**src/rtl/pipe_pkg.sv**
```systemverilog
// rtl/pipe_pkg.sv - shared types for the elastic pipeline stage registers
package pipe_pkg;

  typedef enum logic [1:0] {
    EMPTY,
    BUSY,
    FULL
  } skid_state_t;

endpackage

```
**src/rtl/sat_counter.sv**
```systemverilog
// rtl/sat_counter.sv - saturating event counter with synchronous clear
module sat_counter #(
  parameter int W = 16
) (
  input  logic         clk,
  input  logic         rst,
  input  logic         clr,
  input  logic         inc,
  output logic [W-1:0] cnt
);

  always_ff @(posedge clk) begin
    if (rst) begin
      cnt <= '0;
    end else if (clr) begin
      cnt <= '0;
    end else if (inc && (cnt != {W{1'b1}})) begin
      cnt <= cnt + 1'b1;
    end
  end

endmodule

```
**src/rtl/pipe_skid_reg.sv**
```systemverilog
// rtl/pipe_skid_reg.sv - elastic stage register with one-entry skid buffer,
// flush and saturating stall counter; in_ready is fully registered.
module pipe_skid_reg
  import pipe_pkg::*;
#(
  parameter int WIDTH = 32,
  parameter int CNT_W = 16
) (
  input  logic             clk,
  input  logic             rst,
  input  logic             flush,
  input  logic             in_valid,
  output logic             in_ready,
  input  logic [WIDTH-1:0] in_data,
  output logic             out_valid,
  input  logic             out_ready,
  output logic [WIDTH-1:0] out_data,
  input  logic             stat_clr,
  output logic [CNT_W-1:0] stall_cnt
);

  skid_state_t      state;
  logic             skid_valid;
  logic [WIDTH-1:0] skid_data;
  logic             in_xfer;
  logic             out_xfer;

  assign in_xfer  = in_valid && in_ready;
  assign out_xfer = out_valid && out_ready;

  // in_ready is computed as (next state != FULL) alongside each transition.
  always_ff @(posedge clk) begin
    if (rst) begin
      state      <= EMPTY;
      out_valid  <= 1'b0;
      out_data   <= '0;
      skid_valid <= 1'b0;
      skid_data  <= '0;
      in_ready   <= 1'b0;
    end else if (flush) begin
      state      <= EMPTY;
      out_valid  <= 1'b0;
      skid_valid <= 1'b0;
      in_ready   <= 1'b1;
    end else begin
      unique case (state)
        EMPTY: begin
          in_ready <= 1'b1;
          if (in_xfer) begin
            out_data  <= in_data;
            out_valid <= 1'b1;
            state     <= BUSY;
          end
        end
        BUSY: begin
          in_ready <= 1'b1;
          if (in_xfer && out_xfer) begin
            out_data <= in_data;
          end else if (out_xfer) begin
            out_valid <= 1'b0;
            state     <= EMPTY;
          end else if (in_xfer) begin
            skid_data  <= in_data;
            skid_valid <= 1'b1;
            state      <= FULL;
            in_ready   <= 1'b0;
          end
        end
        FULL: begin
          if (out_xfer) begin
            out_data   <= skid_data;
            out_valid  <= skid_valid;
            skid_valid <= 1'b0;
            state      <= BUSY;
            in_ready   <= 1'b1;
          end else begin
            in_ready <= 1'b0;
          end
        end
        default: begin
          state      <= EMPTY;
          out_valid  <= 1'b0;
          skid_valid <= 1'b0;
          in_ready   <= 1'b1;
        end
      endcase
    end
  end

  sat_counter #(
    .W(CNT_W)
  ) u_stall_cnt (
    .clk(clk),
    .rst(rst),
    .clr(stat_clr),
    .inc(out_valid && !out_ready),
    .cnt(stall_cnt)
  );

endmodule

```
**config.mk**
```make
export PLATFORM = sky130hd
export DESIGN_NAME = pipe_skid_reg
export DESIGN_NICKNAME = d
export VERILOG_FILES = /design/src/rtl/pipe_pkg.sv /design/src/rtl/sat_counter.sv /design/src/rtl/pipe_skid_reg.sv
export SDC_FILE = /design/constraint.sdc
export NUM_CORES = 1
export LEC_CHECK = 0
export CAP_MARGIN = 20
export CORE_MARGIN = 3
export CORE_UTILIZATION = 53
export CTS_CLUSTER_DIAMETER = 200
export DETAILED_ROUTE_END_ITERATION = 16
export PLACE_DENSITY = 0.94
export REMOVE_ABC_BUFFERS = 1
export SYNTH_ARGS = -nofsm -noshare
export SYNTH_HDL_FRONTEND = slang
export SYNTH_SLANG_ARGS = --single-unit
```
**constraint.sdc**
```tcl
create_clock -name clk -period 3.25 [get_ports clk]
set_input_delay 0.65 -clock clk [delete_from_list [all_inputs] [get_ports clk]]
set_output_delay 0.65 -clock clk [all_outputs]
set_load 0.02 [all_outputs]
```
* Word level (Yosys, flattened, before mapping)
Index checks and enable logic that the tools add are counted.
** Operators by class
- Add/sub/neg operators :: 1
- Equal/unequal tests :: 11
- Multiplexer cells :: 24
- Bitwise operators :: 4
- Reductions and logical operators :: 15
** Operator list (count)
- $mux W32 :: 3
- $pmux W32 S3 :: 1
- $add A16 B1 Y16 const B :: 1
- $ne A16 B16 Y1 const B :: 1
- $reduce_and A5 Y1 :: 3
- $ne A2 B2 Y1 const B :: 7
- $mux W1 :: 11
- $mux W2 :: 5
- $reduce_and A4 Y1 :: 2
- $pmux W1 S3 :: 2
- $pmux W2 S3 :: 1
- $logic_and A1 B1 Y1 :: 5
- $not A1 Y1 :: 4
- $reduce_or A2 Y1 :: 2
- $ne A3 B3 Y1 const B :: 1
- $reduce_bool A3 Y1 :: 1
- $eq A2 B1 Y1 const B :: 1
- $eq A2 B2 Y1 const B :: 1
- $logic_not A2 Y1 :: 1
- $pmux W1 S2 :: 1
- $logic_not A1 Y1 :: 1
** Word-level totals
- Register bits after elaboration :: 85
- Output and inout bits :: 50
- Word-level logic and storage cells :: 62

* Depth between registers and ports, before layout
Gate-level depths: netlist (run 1).
- Word-level depth :: 6
- Depth in mapped cells :: 8
- Gate-level depth less buffers :: 6

* Hierarchy
A second synthesis (run 1) with hierarchy kept.
** Second synthesis, totals
- Cell total of the unflattened synthesis :: 429
- Area, all modules :: 3853.7 sq um
** Modules (own cells, without submodules)
- pipe_skid_reg :: times used 1, cells each 327, area each 2936.6 sq um
- sat_counter :: times used 1, cells each 102, area each 917.1 sq um

* Worst setup path after synthesis (run 1)
OpenSTA, ideal clock, no wires.
- Path kind :: flip-flop to flip-flop
- From :: reg state[0]
- To :: reg out_data[11]
- Setup time :: 0.086 ns
- Arrival time :: 1.939 ns
- Required time :: 3.164 ns
- Slack :: 1.226 ns
- Stages on the path, launching flop included :: 9
- Buffers on the path :: 2
- Clock period less this slack :: 2.024 ns
- Cell sequence :: dfxtp_1 -> inv_1 -> ha_1 -> buf_2 -> a21boi_1 -> a2111oi_4 -> buf_2 -> nor2_1 -> a211oi_1
** On the way
- Longest elaborated chain between the ends :: 3
- Elaborated cells on any way between the ends :: 9
** RTL lines
- start: declaration :: line pipe_skid_reg.sv:22 : skid_state_t state;
- start signal: assignment :: line pipe_skid_reg.sv:34 : state <= EMPTY;
- start signal: assignment :: line pipe_skid_reg.sv:41 : state <= EMPTY;
- start signal: assignment :: line pipe_skid_reg.sv:52 : state <= BUSY;
- $eq A2 B1 Y1, or another cell as far along :: line pipe_skid_reg.sv:46 : unique case (state)
- $ne A2 B2 Y1 (no line) / $reduce_bool A3 Y1 (equally long branches)
- $reduce_and A5 Y1 (no line)
- end signal: assignment :: line pipe_skid_reg.sv:50 : out_data <= in_data;
- end signal: assignment :: line pipe_skid_reg.sv:58 : out_data <= in_data;
- end signal: assignment :: line pipe_skid_reg.sv:71 : out_data <= skid_data;
- end: declaration :: line pipe_skid_reg.sv:17 : output logic [WIDTH-1:0] out_data,
Several ways; a longest one is shown, not always the timed one.
A chain may end at the register's enable or synchronous reset.

* Worst setup path after layout (run 1)
- From :: in out_ready
- To :: reg out_data[18]
** On the way
- Longest elaborated chain between the ends :: 4
- Elaborated cells on any way between the ends :: 5
** RTL lines
- start: declaration :: line pipe_skid_reg.sv:16 : input logic out_ready,
- $logic_and A1 B1 Y1 * :: line pipe_skid_reg.sv:29 : assign out_xfer = out_valid && out_ready;
- $logic_and A1 B1 Y1 :: line pipe_skid_reg.sv:57 : if (in_xfer && out_xfer) begin
- $ne A2 B2 Y1 (no line)
- $reduce_and A5 Y1 (no line) *
Mark *: on every way between the ends. The rest lies on a longest branch, timed or not.

==> results.tsv, run 1 <==
stage	metric	value	unit
run_status	status	finished clean	
sta	Fin. Hold Viols	0	
detailed_routing	Final ANT Viol Nets	0	
clock_tree	Clock Tree Root	clkbuf_8	
detailed_routing	vias per inst	5.85	
critical_path	critical path arrival	2.58	ns
clock_tree	clk slew on worst S/H paths	0.09	ns
yosys	Yosys reg bits	85	
power_and_ir_drop	Switching Share	25.1	%
critical_path	crit-path max FO	38	
cells_and_area	final cell count without fillers	582	
critical_path	cells along the critical path	clkdlybuf4s50_1 > nand4_1 > a2111oi_4 > buf_4 > nor2_1 > a211oi_1	
power_and_ir_drop	Pleak	1.51	nW
clock_tree	cts hold-fix bufs	0	
sta	fmax	430	MHz
grt	initial antenna violation count	0	
power_and_ir_drop	power share of the combinational group	13.0	%
sta	Fin Clk Skew	0.00914	ns
critical_path	Reg2Reg Depth	6	
placement	Buffers on Ports	87	
clock_tree	Clock Latency Late Sink	0.36	ns
grt	grt ovf	0	
clock_tree	CTS HTree Levels	3	
yosys	synth warn	0	
critical_path	Crit. End Element	flip-flop	
grt	first-pass GRT wire length	14.8	mm
detailed_routing	via count	3407	
floorplan	core area	6490	um2
critical_path	critical path depth in cells	6	
floorplan	row cnt	29	
power_and_ir_drop	clock share of power	37.0	%
grt	number of global-route vias before repair	3247	
sta	final worst path period share	71.6	%
worst_hold_path	hold path depth	2	
worst_hold_path	Hold Path Class	flip-flop to flip-flop	
detailed_routing	drt wl/cell	15.6	um
yosys	EDFF count, synth	0	
clock_tree	CTS buffer count	9	
floorplan	die width	88.8	um
power_and_ir_drop	largest vdd supply drop	0.326	mV
yosys	Cell variety after synth	34	
critical_path	critical path class	input port to flip-flop	
power_and_ir_drop	Reg power frac	50.0	%
yosys	Post-Syn Instances	421	
yosys	Post-synth ARST share	0	%
detailed_routing	number of DRC markers in iteration 0	198	
critical_path	Critical Path RT	3.51	ns
detailed_routing	drt drc	0	
yosys	sequential area share after synthesis	46.8	%
sta	relative slew slack	44.3	%
clock_tree	# clock sinks	85	
detailed_routing	Pre-Repair DR Iteration Count	5	
detailed_routing	drt total wl	9.05	mm
power_and_ir_drop	Final Total Pwr	2.20	mW
cells_and_area	fillcell total	456	
cells_and_area	layout cell share with drive strength beyond 1	6.73	%
yosys	ys flop type	dfxtp_1	
floorplan	die area	7890	um2
sta	min Tclk post-route	2.33	ns
floorplan	I/O pin count	88	
placement	DP HPWL	6.10	mm
grt	GR Util All Layers	23.9	%
power_and_ir_drop	Power Density	460	nW/um2
sta	worst slew pin tran	0.828	ns
cells_and_area	Diodes inserted	0	
critical_path	Worst path max stage delay	0.57	ns
critical_path	critical path's slowest cell	clkdlybuf4s50_1	
cells_and_area	Layout area overhead	31.5	%
grt	largest net degree at the start of global routing	39	
critical_path	worst reg-to-reg setup slack	1.13	ns
clock_tree	CTS tree	yes	
sta	final setup fails	0	
placement	placed insts	566	
critical_path	reg2reg end	u_stall_cnt.cnt[0]	
flow_run	number of max-cap violations	0	
critical_path	Reg-to-Reg Start	u_stall_cnt.cnt[0]	
floorplan	Initial Utilization	56.0	%
critical_path	WP buf/inv	2	
placement	routability cong.	0.877	
cells_and_area	layout net count	544	
clock_tree	postcts setup bufs	0	
critical_path	Worst setup SP type	input port	
clock_tree	Clock Path Buffers	2	
clock_tree	post-CTS resize count	0	
critical_path	worst setup path endpoint	out_data[18]	
sta	Max Slew Vio Count	0	
critical_path	Largest delay share family, worst path	buffers and inverters	
power_and_ir_drop	Power Internal	1.65	mW
critical_path	Worst Setup SP	out_ready	
sta	RSZ-0062 raised after global routing	false	
yosys	cell area after synthesis	3640	um2
power_and_ir_drop	NetSw	552	uW
floorplan	chip height	88.8	um
yosys	average cell area after synthesis	8.64	um2
## state kept, by name, indices dropped and copies added (netlist names)
signal           flops
skid_valid           1
out_valid            1
in_ready             1
skid_data           32
u_stall_cnt.cnt     16
out_data            32
state                2
## layer usage
layer | routed length (um) | vias up | global-route usage [%]
li1 | - | 1666 | -
met1 | 3720 | 1596 | 29.0
met2 | 4550 | 134 | 40.6
met3 | 676 | 11 | 6.42
met4 | 98 | 0 | 8.65
met5 | 0 | - | 0
## power by group through the flow
| stage | clock [mW] | sequential (mW) | combinational, mW |
|---|---|---|---|
| floorplan | 0 | 1.16 | 0.0933 |
| global placement | 0 | 1.12 | 0.276 |
| detailed placement | 0 | 1.12 | 0.285 |
| CTS | 0.824 | 1.10 | 0.286 |
| global route | 0.872 | 1.10 | 0.310 |
| finish | 0.814 | 1.10 | 0.286 |
## worst min path at each step
stage	start	endpoint	slack, ns
2_1_floorplan	skid_data[0]	skid_data[0]	0.43
3_3_place_gp	skid_data[28]	skid_data[28]	0.44
3_5_place_dp	skid_data[10]	skid_data[10]	0.45
4_1_cts	skid_data[14]	skid_data[14]	0.46
5_1_grt	skid_data[26]	skid_data[26]	0.48
6_report	skid_data[26]	skid_data[26]	0.46
## logic make-up after synthesis
kind of cell / count (synthesis) / synth area share (%)
buf+inv: 32 / 3.48
simple gates: 158 / 19.8
xor+xnor: 2 / 0.482
flops: 85 / 46.8
fa+ha+maj: 5 / 1.72
compound gates: 106 / 18.6
mux: 33 / 9.08
## placed cells by master, fill, tap and decap left out, types with 2 or more instances in the layout
cell type,count
a21oi_1,49
clkbuf_8,9
o31ai_1,5
nor3_1,6
or4_1,6
or2_2,6
nor4_1,2
clkdlybuf4s50_1,86
buf_4,9
and4_1,4
mux2i_1,33
nand2_1,70
and3_1,3
nand3_1,8
a21boi_1,2
dfxtp_1,85
nor2_1,37
xor2_1,2
or3_1,7
inv_1,5
nand4_1,6
o21ai_0,10
ha_1,4
bufinv_16,2
a211oi_1,32
## worst min-delay path: cells and delay by family, from the launching register on
kind / cells / cell delay [ns]
AND/OR/NAND/NOR: 1 / 0.05
flip-flops: 1 / 0.31
AO/OA/AOI/OAI: 1 / 0.05
## cell usage after synthesis, types with 6 or more instances
library cell / instances / area share [%]
dfxtp_1: 85 / 47
nand2_1: 70 / 7.2
a21oi_1: 49 / 6.7
nor2_1: 37 / 3.8
mux2i_1: 33 / 9.1
a211oi_1: 32 / 6.6
clkbuf_1: 20 / 2.1
o21ai_0: 10 / 1.4
nand3_1: 8 / 1.1
or3_1: 7 / 1.2
nand4_1: 6 / 1.0
nor3_1: 6 / 0.83
or2_2: 6 / 1.0
or4_1: 6 / 1.2
## area by class of cell
class                           instances  area [um2]  area share [%]
Inverter                                5        18.8           0.393
Multi-Input combinational cell        304        1820            38.0
Clock inverter                          5        85.1            1.78
Sequential cell                        85        1700            35.6
Tap cell                               77        96.3            2.02
Clock buffer                           10         128            2.67
Timing Repair Buffer                   96         933            19.5
## through the flow
stage          setup TNS [ns]  cell area [um2]  hold slack [ns]  setup WS, ns  utilization, %
6_report                    0             4780            0.456         0.925            73.6
5_1_grt                     0             4780            0.479         0.754            73.6
4_1_cts                     0             4770            0.459         0.817            73.5
3_5_place_dp                0             4560            0.448         0.580            70.2
3_3_place_gp                0             4560            0.441         0.736            70.2
2_1_floorplan          -20.41             3530            0.430        -0.429               -
(Power assumes the default switching activity.)
==> run 2, diff against run 1 <==
--- a/config.mk
+++ b/config.mk
@@ -7,10 +7,10 @@
 export LEC_CHECK = 0
 export CAP_MARGIN = 20
 export CORE_MARGIN = 3
-export CORE_UTILIZATION = 53
+export CORE_UTILIZATION = 49
 export CTS_CLUSTER_DIAMETER = 200
 export DETAILED_ROUTE_END_ITERATION = 16
-export PLACE_DENSITY = 0.94
+export PLACE_DENSITY = 0.88
 export REMOVE_ABC_BUFFERS = 1
 export SYNTH_ARGS = -nofsm -noshare
 export SYNTH_HDL_FRONTEND = slang
==> constraint.sdc (replaced) <==
create_clock -name clk -period 2.35 [get_ports clk]
set_input_delay 0.47 -clock clk [delete_from_list [all_inputs] [get_ports clk]]
set_output_delay 0.47 -clock clk [all_outputs]
set_load 0.02 [all_outputs]
==> run 2 against run 1 <==
Against the previous run:
- first-iteration DRC count shrank 9.6%
- total power increased by 31%
- die area up 7.6%
- core utilization is 4.1 points lower
- worst hold slack got worse by 0.036 ns
- clock skew grew 0.0018 ns
- cell count rose by 4.1%
- sequential cell count unchanged
- clock power up 18%
- combinational power is 42% higher
- critical path type unchanged
- highest routed layer unchanged
==> results.tsv, run 2 (synthesis results as in run 1) <==
stage	metric	value	unit	change
sta	relative slew slack	56.0	%	+12 points
power_and_ir_drop	Power Density	594	nW/um2	+29%
clock_tree	# clock sinks	85		unchanged
cells_and_area	Design Area, Final	4850	um2	+1.5%
floorplan	chip height	92.1	um	+3.7%
sta	RSZ-0062 raised after global routing	false		
cells_and_area	Layout area overhead	33.5	%	
sta	Max Slew Vio Count	0		unchanged
run_status	status	finished clean		
clock_tree	Clock Latency Late Sink	0.35	ns	about the same
critical_path	crit-path max FO	64		+68%
clock_tree	CTS HTree Levels	3		unchanged
clock_tree	postcts setup bufs	0		unchanged
worst_hold_path	hold path depth	2		unchanged
detailed_routing	drt drc	0		unchanged
clock_tree	CTS buffer count	9		unchanged
clock_tree	CTS tree	yes		
clock_tree	post-CTS resize count	0		unchanged
detailed_routing	via count	3438		+0.91%
cells_and_area	layout net count	548		+0.74%
sta	Setup TNS	0	ns	unchanged
grt	largest net degree at the start of global routing	65		+67%
detailed_routing	Pre-Repair DR Iteration Count	4		-1
detailed_routing	number of DRC markers in iteration 0	179		-9.6%
worst_hold_path	Hold EP	skid_data[14]		
clock_tree	cts hold-fix bufs	0		unchanged
floorplan	Initial Utilization	52.1	%	-3.9 points
grt	grt ovf	0		unchanged
detailed_routing	Final ANT Viol Nets	0		unchanged
cells_and_area	layout cell share with drive strength beyond 1	7.84	%	+1.1 points
placement	routability cong.	0.915		+4.4%
sta	final worst setup slack	0.249	ns	-0.676 ns
detailed_routing	routed metal-1 wirelength	3.93	mm	+5.6%
floorplan	die width	92.1	um	+3.7%
placement	Place WS	-0.0484	ns	-0.628 ns
sta	worst slew pin tran	0.654	ns	-0.174 ns
worst_hold_path	Hold Path Class	input port to flip-flop		
floorplan	row cnt	30		+3.4%
cells_and_area	Diodes inserted	0		unchanged
sta	min Tclk post-route	2.10	ns	
detailed_routing	WL met3	644	um	-4.7%
critical_path	Crit. End Element	flip-flop		
critical_path	critical path class	input port to flip-flop		
grt	initial antenna violation count	0		unchanged
grt	first-pass GRT wire length	15.1	mm	+1.8%
cells_and_area	fillcell total	557		+22%
critical_path	Critical Path RT	2.60	ns	-0.91 ns
detailed_routing	vias per inst	5.67		-3.1%
power_and_ir_drop	largest vdd supply drop	0.428	mV	+31%
detailed_routing	drt wl/cell	15.2	um	-2.1%
critical_path	worst reg-to-reg setup slack	0.28	ns	-0.85 ns
detailed_routing	drt total wl	9.23	mm	+2.0%
clock_tree	Clock Tree Root	clkbuf_8		
critical_path	critical path arrival	2.35	ns	-0.23 ns
cells_and_area	most frequent cells in the layout	86 x clkdlybuf4s50_1, 85 x dfxtp_1, 70 x nand2_1, 49 x a21oi_1, 37 x nor2_1		
sta	fmax	476	MHz	
clock_tree	clk slew on worst S/H paths	0.09	ns	about the same
placement	post-placement cell area	4660	um2	+2.2%
critical_path	Reg-to-Reg Start	state[0]		
sta	final setup fails	0		unchanged
critical_path	Worst setup SP type	input port		
grt	GR Util All Layers	21.6	%	-2.3 points
detailed_routing	top routing layer used	met4		
grt	number of global-route vias before repair	3261		+0.43%
clock_tree	Clock Path Buffers	2		unchanged
cells_and_area	final core occ	69.5	%	-4.1 points
flow_run	number of max-cap violations	0		unchanged
worst_hold_path	hold path startpoint	rst		
placement	Buffers on Ports	87		unchanged
floorplan	die area	8490	um2	+7.6%
sta	Fin Clk Skew	0.0110	ns	+0.00181 ns
sta	Fin. Hold Viols	0		unchanged
power_and_ir_drop	Pleak	1.53	nW	+1.4%
placement	DP HPWL	6.19	mm	+1.4%
cells_and_area	most common cell after layout, fill and taps aside	clkdlybuf4s50_1		
floorplan	I/O pin count	88		unchanged
power_and_ir_drop	Final Total Pwr	2.88	mW	+31%
detailed_routing	met2 routed WL	4.54	mm	-0.22%
critical_path	Reg2Reg Depth	7		+1
critical_path	reg2reg end	out_data[31]		
floorplan	core area	6980	um2	+7.5%
sta	final worst path period share	89.4	%	
cells_and_area	biggest regs	out_data (32), skid_data (32), u_stall_cnt.cnt (16)		
-- run 2: metrics by stage --
stage	hold slack, ns	cells
2_1_floorplan	0.430	394
3_3_place_gp	0.441	590
3_5_place_dp	0.446	590
4_1_cts	0.405	606
5_1_grt	0.428	606
6_report	0.420	606
-- run 2: report_power, final --
group          switching (mW)  internal (mW)  total, mW
registers              0.0320           1.49       1.52
clock network           0.539          0.418      0.957
logic                   0.208          0.197      0.405
total                   0.779           2.10       2.88
-- run 2: cell type report --
cell class	count	area [um2]	share of cell area [%]
multi-input combinational	304	1830	37.7
sequential	85	1700	35.1
timing repair buffer	100	1000	20.6
clock buffer	10	138	2.84
tap	96	120	2.47
clock inverter	6	46.3	0.954
inverter	5	18.8	0.387
-- run 2: how the worst max path moves through the flow --
stage	startpoint	end	slack, ns
2_1_floorplan	state[0]	out_data[0]	-1.33
3_3_place_gp	out_ready	out_data[11]	0.06
6_report	out_ready	out_data[31]	0.25
5_1_grt	u_stall_cnt.cnt[1]	u_stall_cnt.cnt[1]	0.13
4_1_cts	u_stall_cnt.cnt[1]	u_stall_cnt.cnt[1]	0.02
3_5_place_dp	out_ready	out_data[10]	-0.05
-- run 2: worst max-delay path: stages --
cell and delay, ns:
clkdlybuf4s50_1 0.58, nand4_1 0.18, a2111oi_4 0.44, buf_12 0.31, nor2_1 0.09, a211oi_1 0.27
-- run 2: routing by layer --
metal	GRT usage, %	up-vias
met1	27.0	1617
met5	0	-
met4	6.19	0
met3	5.74	14
li1	-	1676
met2	36.6	131
==> run 3, diff against run 2 <==
--- a/config.mk
+++ b/config.mk
@@ -6,12 +6,11 @@
 export NUM_CORES = 1
 export LEC_CHECK = 0
 export CAP_MARGIN = 20
-export CORE_MARGIN = 3
+export CORE_MARGIN = 1
 export CORE_UTILIZATION = 49
 export CTS_CLUSTER_DIAMETER = 200
 export DETAILED_ROUTE_END_ITERATION = 16
 export PLACE_DENSITY = 0.88
-export REMOVE_ABC_BUFFERS = 1
 export SYNTH_ARGS = -nofsm -noshare
 export SYNTH_HDL_FRONTEND = slang
 export SYNTH_SLANG_ARGS = --single-unit
==> run 3 against run 2 <==
Against the previous run:
- combinational power is 1% lower
- clock-buffer cell count increased by 2
- sequential cell count stayed put
- sequential power barely moved
- setup slack lost 0.087 ns
- die area fell by 8.5%
- clock skew decreased by 0.0044 ns
- non-clock buffer count fell by 4
- global-route usage rose by 1.3 points
- routed wire length decreased by 5.8%
- largest power group unchanged
- highest routed layer unchanged
==> results.tsv, run 3 (synthesis results as in run 1) <==
stage	metric	value	unit	change
floorplan	die width	88.1	um	-4.3%
critical_path	Critical Path RT	2.59	ns	about the same
grt	grt ovf	0		unchanged
detailed_routing	Pre-Repair DR Iteration Count	4		unchanged
detailed_routing	Final ANT Viol Nets	0		unchanged
clock_tree	postcts setup bufs	0		unchanged
flow_run	number of max-cap violations	0		unchanged
detailed_routing	via count	3382		-1.6%
power_and_ir_drop	Power Density	641	nW/um2	+8.0%
critical_path	Worst Setup SP	u_stall_cnt.cnt[0]		
clock_tree	cts hold-fix bufs	0		unchanged
yosys	syn nets	464		
clock_tree	CTS HTree Levels	3		unchanged
cells_and_area	biggest regs	out_data (32), skid_data (32), u_stall_cnt.cnt (16)		
power_and_ir_drop	NetSw	771	uW	-1.1%
critical_path	Largest delay share family, worst path	compound AO/OA/AOI/OAI gates		
critical_path	Reg-to-Reg Start	u_stall_cnt.cnt[0]		
cells_and_area	most frequent cells in the layout	86 x clkdlybuf4s50_1, 85 x dfxtp_1, 70 x nand2_1, 49 x a21oi_1, 37 x nor2_1		
detailed_routing	number of DRC markers in iteration 0	129		-28%
power_and_ir_drop	power share of the combinational group	12.8	%	-1.2 points
sta	RSZ-0062 raised after global routing	false		
clock_tree	# clock sinks	85		unchanged
critical_path	critical path's slowest cell	o41ai_2		
clock_tree	clk slew on worst S/H paths	0.09	ns	about the same
power_and_ir_drop	clock share of power	38.5	%	+5.3 points
sta	Fin. Hold Viols	0		unchanged
floorplan	die area	7770	um2	-8.5%
power_and_ir_drop	Switching Share	24.7	%	-2.3 points
critical_path	crit-path max FO	9		-86%
sta	fmax	457	MHz	-4.0%
clock_tree	CTS buffer count	9		unchanged
placement	Buffers on Ports	87		unchanged
sta	final worst path period share	93.1	%	+3.7 points
detailed_routing	drt wl/cell	14.4	um	-5.6%
cells_and_area	Layout area overhead	33.8	%	
power_and_ir_drop	Final Total Pwr	3.12	mW	+8.3%
worst_hold_path	hold path startpoint	skid_data[23]		
critical_path	worst reg-to-reg setup slack	0.16	ns	-0.12 ns
critical_path	critical path arrival	2.43	ns	+0.08 ns
grt	initial antenna violation count	0		unchanged
clock_tree	Clock Path Buffers	2		unchanged
sta	worst slew pin tran	0.637	ns	-0.0173 ns
worst_hold_path	Hold Path Class	flip-flop to flip-flop		
grt	GR Util All Layers	22.9	%	+1.3 points
sta	Max Slew Vio Count	0		unchanged
sta	relative slew slack	57.1	%	+1.1 points
critical_path	Worst setup SP type	flip-flop		
critical_path	Crit. End Element	flip-flop		
sta	final setup fails	0		unchanged
clock_tree	CTS tree	yes		
clock_tree	post-CTS resize count	0		unchanged
power_and_ir_drop	Pleak	1.54	nW	+0.43%
critical_path	cells along the critical path	ha_1 > nand4_1 > o41ai_2 > buf_4 > mux2i_1 > nor2_1		
critical_path	Worst path max stage delay	0.69	ns	+0.11 ns
clock_tree	Clock Latency Late Sink	0.35	ns	about the same
sta	Setup TNS	0	ns	unchanged
grt	largest net degree at the start of global routing	49		-25%
cells_and_area	layout net count	544		-0.73%
sta	Fin Clk Skew	0.00657	ns	-0.00438 ns
power_and_ir_drop	largest vdd supply drop	0.408	mV	-4.5%
floorplan	Initial Utilization	50.4	%	-1.7 points
grt	first-pass GRT wire length	13.9	mm	-7.8%
detailed_routing	drt drc	0		unchanged
clock_tree	Clock Tree Root	clkbuf_8		
power_and_ir_drop	Power Internal	2.35	mW	+12%
grt	number of global-route vias before repair	3083		-5.5%
floorplan	row cnt	31		+3.3%
cells_and_area	most common cell after layout, fill and taps aside	clkdlybuf4s50_1		
power_and_ir_drop	Reg power frac	48.7	%	-4.1 points
cells_and_area	layout cell share with drive strength beyond 1	6.92	%	-0.93 points
critical_path	WP buf/inv	1		-1
placement	DP HPWL	5.95	mm	-3.8%
floorplan	chip height	88.1	um	-4.3%
placement	routability cong.	0.895		-2.3%
detailed_routing	drt total wl	8.70	mm	-5.8%
cells_and_area	Diodes inserted	0		unchanged
sta	min Tclk post-route	2.19	ns	+0.0874 ns
floorplan	core area	7210	um2	+3.3%
floorplan	I/O pin count	88		unchanged
detailed_routing	vias per inst	5.59		-1.5%
run_status	status	finished clean		
critical_path	critical path class	flip-flop to flip-flop		
## run 3: cell count changes in the layout (fill, tap and decap cells not counted), sizes merged
cell | before | now
inv | 6 | 7
bufinv | 0 | 2
clkinvlp | 2 | 0
clkinv | 3 | 0
clkbuf | 10 | 12
buf | 14 | 10
## run 3: cell type report
class	instances	area [um2]
Timing Repair Buffer	96	971
Clock inverter	4	77.6
Tap cell	99	124
Multi-Input combinational cell	304	1820
Sequential cell	85	1700
Fill cell	575	2350
Inverter	5	18.8
Clock buffer	12	155
## run 3: through the flow
step           instance area (um2)  hold slack [ns]  setup WS, ns  instances  utilization [%]
6_report                      4860            0.455         0.161        605             67.4
5_1_grt                       4860            0.478        0.0219        605             67.4
4_1_cts                       4860            0.457         0.170        605             67.4
3_5_place_dp                  4630            0.446       -0.0258        589             64.2
3_3_place_gp                  4630            0.441        0.0733        589             64.2
2_1_floorplan                 3640            0.436         0.326        421                -
## run 3: tightest hold or removal path, cell delays in order (launching register included)
cell     delay (ns)
dfxtp_1        0.31
nand2_1        0.05
a21oi_1        0.05
## run 3: per-layer routing
layer | global-route usage (%) | wire length [um] | vias up
met4 | 7.04 | 113 | 0
met2 | 39.1 | 4250 | 99
li1 | - | - | 1664
met1 | 27.4 | 3670 | 1604
met5 | 0 | 0 | -
met3 | 7.45 | 666 | 15
## run 3: worst paths after layout
kind | to | depth (start not counted)
worst max-delay path | u_stall_cnt.cnt[1] | 6
worst min-delay path | skid_data[23] | 2
worst max register to register | u_stall_cnt.cnt[1] | 6
worst min register to register | skid_data[23] | 2
## run 3: power by group through the flow
stage	Clock, mW	Sequential [mW]	Combinational [mW]
floorplan	0	1.60	0.146
global placement	0	1.55	0.388
detailed placement	0	1.55	0.399
CTS	1.21	1.52	0.400
global route	1.27	1.53	0.429
finish	1.20	1.52	0.399
